## src/rtl/seq_operator_unit.sv

```systemverilog
// Clocked WIDTH-bit operator unit: ADD/SUB/AND in one calc cycle, MUL by shift-add over
// WIDTH cycles, with valid/ready handshakes on operands and result.
module seq_operator_unit #(
    parameter int WIDTH = 4
) (
    input  logic             clk,
    input  logic             rst_n,
    input  logic             in_valid,
    output logic             in_ready,
    input  logic [WIDTH-1:0] a,
    input  logic [WIDTH-1:0] b,
    input  logic [1:0]       ope,
    output logic             out_valid,
    input  logic             out_ready,
    output logic [WIDTH-1:0] s,
    output logic             flag,
    output logic             busy
);

    localparam int CW = $clog2(WIDTH) + 1;

    typedef enum logic [1:0] {
        IDLE,
        CALC,
        DONE
    } state_t;

    typedef enum logic [1:0] {
        OP_ADD = 2'b00,
        OP_SUB = 2'b01,
        OP_AND = 2'b10,
        OP_MUL = 2'b11
    } op_t;

    state_t             state;
    op_t                op_code;
    logic [WIDTH-1:0]   op_a;
    logic [WIDTH-1:0]   op_b;
    logic [CW-1:0]      cnt;
    logic [2*WIDTH-1:0] acc;
    logic [2*WIDTH-1:0] mcand;
    logic [WIDTH-1:0]   mplier;

    logic [WIDTH:0]     add_full;
    logic [WIDTH-1:0]   alu_s;
    logic               alu_flag;

    assign add_full = {1'b0, op_a} + {1'b0, op_b};

    // Result selection; MUL reads the finished accumulator.
    always_comb begin
        alu_s    = '0;
        alu_flag = 1'b0;
        case (op_code)
            OP_ADD: begin
                alu_s    = add_full[WIDTH-1:0];
                alu_flag = add_full[WIDTH];
            end
            OP_SUB: begin
                alu_s    = op_a - op_b;
                alu_flag = (op_a < op_b);
            end
            OP_AND: begin
                alu_s    = op_a & op_b;
                alu_flag = ~|(op_a & op_b);
            end
            OP_MUL: begin
                alu_s    = acc[WIDTH-1:0];
                alu_flag = |acc[2*WIDTH-1:WIDTH];
            end
            default: begin
                alu_s    = '0;
                alu_flag = 1'b0;
            end
        endcase
    end

    always_ff @(posedge clk or negedge rst_n) begin
        if (!rst_n) begin
            state     <= IDLE;
            op_code   <= OP_ADD;
            op_a      <= '0;
            op_b      <= '0;
            cnt       <= '0;
            acc       <= '0;
            mcand     <= '0;
            mplier    <= '0;
            s         <= '0;
            flag      <= 1'b0;
            out_valid <= 1'b0;
            busy      <= 1'b0;
            in_ready  <= 1'b1;
        end else begin
            case (state)
                IDLE: begin
                    if (in_valid) begin
                        op_a     <= a;
                        op_b     <= b;
                        op_code  <= op_t'(ope);
                        cnt      <= CW'(WIDTH);
                        acc      <= '0;
                        mcand    <= {{WIDTH{1'b0}}, a};
                        mplier   <= b;
                        state    <= CALC;
                        busy     <= 1'b1;
                        in_ready <= 1'b0;
                    end
                end
                CALC: begin
                    // Non-MUL ops finish on the first CALC edge; MUL after WIDTH steps.
                    if (op_code != OP_MUL || cnt == '0) begin
                        s         <= alu_s;
                        flag      <= alu_flag;
                        out_valid <= 1'b1;
                        state     <= DONE;
                    end else begin
                        if (mplier[0]) begin
                            acc <= acc + mcand;
                        end
                        mcand  <= mcand << 1;
                        mplier <= mplier >> 1;
                        cnt    <= cnt - CW'(1);
                    end
                end
                DONE: begin
                    if (out_ready) begin
                        out_valid <= 1'b0;
                        busy      <= 1'b0;
                        in_ready  <= 1'b1;
                        state     <= IDLE;
                    end
                end
                default: begin
                    state     <= IDLE;
                    out_valid <= 1'b0;
                    busy      <= 1'b0;
                    in_ready  <= 1'b1;
                end
            endcase
        end
    end

endmodule
```

## config.mk

```make
export PLATFORM = sky130hd
export DESIGN_NAME = seq_operator_unit
export DESIGN_NICKNAME = d
export VERILOG_FILES = /design/src/rtl/seq_operator_unit.sv
export SDC_FILE = /design/constraint.sdc
export NUM_CORES = 1
export LEC_CHECK = 0
export ABC_CLOCK_PERIOD_IN_PS = 4100
export BUFFER_PORTS_ARGS = -buffer_cell sky130_fd_sc_hd__buf_2
export CAP_MARGIN = 30
export CELL_PAD_IN_SITES_DETAIL_PLACEMENT = 1
export CELL_PAD_IN_SITES_GLOBAL_PLACEMENT = 1
export CORE_ASPECT_RATIO = 1.2
export CORE_MARGIN = 5
export CORE_UTILIZATION = 44
export DETAILED_ROUTE_END_ITERATION = 10
export PLACE_DENSITY = 0.85
export SLEW_MARGIN = 15
export SYNTH_ARGS = -nofsm -noshare
export SYNTH_HDL_FRONTEND = slang
export SYNTH_SLANG_ARGS = --single-unit
```

## constraint.sdc

```tcl
create_clock -name clk -period 4.1 [get_ports clk]
set_input_delay 0.615 -clock clk [delete_from_list [all_inputs] [get_ports clk]]
set_output_delay 0.615 -clock clk [all_outputs]
set_load 0.05 [all_outputs]
```

==> qor.txt <==
Num CTS Buffers -> 5
Chip Width -> 77.6 um
DR WL/cell -> 17.6 um
Rel. slew slack -> 0.628
Outcome -> completed
First-pass GRT wire length -> 10100 um
Vias/cell -> 5.56
Reg power frac -> 0.353
Area occupied by multi-input gates -> 1240 um2
Leakage -> 1.30 nW
Clk Latency, worst-skew pair -> 0.29 ns
Post-DRT Antenna Nets -> 0
PortBufs -> 21
CP bufs+invs -> 1
Vias in the first global route -> 2109
RSZ-0062 raised after global routing -> false
Most used cell, CP -> ha_1
Final hold viol count -> 0
Diode count -> 0
Crit-path slowest cell -> nand2b_1
Crit Path Class -> register to register
# setup viols final -> 0
Die height -> 91.1 um
CP Capture Type -> register
Clock sink count -> 43
Nets -> 303
Root Driver -> clkbuf_8
Gr ovfl total -> 0
Core area -> 5300 um2
DRC -> 0
Max frequency -> 0.422 GHz
Power per cell area -> 795 nW/um2
Total number of vias -> 1846
Synth top area share -> 0.436
Dpl ws -> 1.75 ns
Initial Util -> 0.455
Synth warnings -> 0
P_int -> 0.00121 W
Mapped Avg Cell Area -> 9.84 um2
Yosys top cell by area -> dfrtp_1
MaxCap Viol Count -> 0
Post-synth top cells -> dfrtp_1 (42), nand2_1 (38), o21ai_0 (31)
FF+latch area -> 1080 um2
Final instance area -> 2720 um2
Worst EP required -> 4.28 ns
Post-synth net total -> 279
Tmin final -> 2.37 ns
EDFF count, synth -> 0
Clk slew on worst S/H paths -> 0.08 ns
Clk pwr share -> 0.160
Detailed Route Iter0 Violations -> 88
Synth cell types -> 42
Type of origin of the critical path -> register
DRT Pass-1 Iters -> 4
Post-cts sizing count -> 0
Filler cells -> 622
Largest net degree at the start of global routing -> 28
CP max stage delay -> 0.43 ns
DRT Wirelength -> 5850 um
Hold WC Path Type -> input pin to asynchronous set/reset pin
Die area -> 7060 um2
CP Cell Sequence -> inv_1, ha_1, ha_1, and3b_1, nand2b_1, nand2_1, a211oi_1, nand3_1
FF+latch count, synth -> 43
IO Count -> 22
Setup bufs post-CTS -> 0
Final HPWL DP -> 4370 um
Site Rows -> 29
VDD IR max -> 0.000362 V
Area Overhead vs Synth -> 12.8%
Final Wtd Congestion -> 0.855
Worst-path maximum fanout -> 14
Fin cells -> 332
CP top delay family -> simple AND/OR/NAND/NOR gates
Post-synth ARST share -> 1.00
Cells after Synth -> 245
Crit share post-route -> 0.578
CTS tree -> built
Net Sw Frac -> 0.440
Sequential area share after synthesis -> 0.447
Top-count cell post-synth -> dfrtp_1
Placed Instance Area -> 2600 um2
Longest Clk Path Bufs -> 2
Comb power frac -> 0.487
Main synth FF type -> dfrtp_1
Setup tns final -> 0 ns
Cells after DPL -> 324
Arrival @ worst endpoint -> 2.55 ns
Slew Viols, Final -> 0
Fin worst setup slack -> 1.73 ns
Post-Syn Area -> 2410 um2
Layout cells sized above 1 -> 0.163
Initial antenna violation count -> 0
Gr usage total -> 0.176
Area contributors post-synth -> dfrtp_1 (44%), ha_1 (8.8%), o21ai_0 (6.4%), nand2_1 (5.9%), mux2i_1 (3.3%)
Worst slew pin tran -> 0.556 ns
Post-CTS Hold Buffers -> 0
Psw -> 0.000951 W
H-Tree Depth -> 2
Clk_skew -> 0.00483 ns
registers in the layout, indices dropped and copies added (netlist names):
name       flops
state          2
op_a           4
cnt            3
op_code        2
in_ready       1
op_b           4
flag           1
acc            8
busy           1
s              4
mcand          8
mplier         4
out_valid      1
path summary, 6_finish.rpt:
path,startpoint,endpoint,slack [ns],cells after the start
setup / recovery,cnt[0],acc[6],1.73,8
hold / removal,rst_n,mplier[3],0.24,1
setup reg to reg,cnt[0],acc[6],1.73,8
hold reg to reg,mplier[1],mplier[1],0.50,2
max in group asynchronous,rst_n,in_ready,3.31,2
min in group clk,mplier[1],mplier[1],0.50,2
cell families (layout without fill, tap and decap cells):
kind of cell,count (synthesis),count (layout),synth area share
compound gates,68,68,0.171
xor+xnor,5,5,0.0182
fa+ha+maj,20,20,0.113
buf+inv,24,49,0.0389
flops,43,43,0.447
mux,15,15,0.0706
simple gates,70,70,0.141
routing by layer:
layer	track usage	vias to the layer above	wire, um
met5	0	-	0
li1	-	905	-
met1	0.213	902	2510
met4	0.0559	0	116
met2	0.313	29	3060
met3	0.0307	10	166
layout by cell type, fill, tap and decap left out, types with 3 or more instances in the layout:
master / Yosys / final
a211oi_1: 3 / 3
a21oi_1: 13 / 13
nor2_1: 9 / 9
mux2_2: 6 / 6
dfrtp_1: 42 / 42
nand2_1: 38 / 38
nor2b_1: 5 / 5
fa_1: 3 / 3
xor2_1: 3 / 3
clkbuf_8: 0 / 6
inv_1: 16 / 16
nand3_1: 3 / 3
buf_4: 1 / 3
mux2i_1: 8 / 8
a22o_1: 3 / 3
ha_1: 17 / 17
a21o_1: 5 / 5
o21ai_0: 31 / 31
nand2b_1: 3 / 3
buf_2: 0 / 21
stage by stage:
| step | hold slack, ns | power, W | util |
|---|---|---|---|
| floorplan | 0.319 | 0.00153 | - |
| global placement | 0.464 | 0.00175 | 0.487 |
| detailed placement | 0.478 | 0.00182 | 0.491 |
| CTS | 0.249 | 0.00218 | 0.513 |
| global route | 0.262 | 0.00234 | 0.513 |
| finish | 0.243 | 0.00216 | 0.513 |
power by group through the flow:
stage | clock network (W) | logic [W] | registers (W)
after floorplan | 0 | 0.000690 | 0.000837
after global placement | 0 | 0.000997 | 0.000755
after detailed placement | 0 | 0.00105 | 0.000771
after CTS | 0.000354 | 0.00106 | 0.000764
after global routing | 0.000375 | 0.00118 | 0.000792
final | 0.000346 | 0.00105 | 0.000764
final cells by class:
class                      instances  share of cell area
tap                               62              0.0285
inverter                          16              0.0221
sequential                        43               0.396
timing repair buffer              25              0.0543
clock buffer                       6              0.0304
multi-input combinational        178               0.456
clock inverter                     2              0.0129
(Power assumes the default switching activity.)
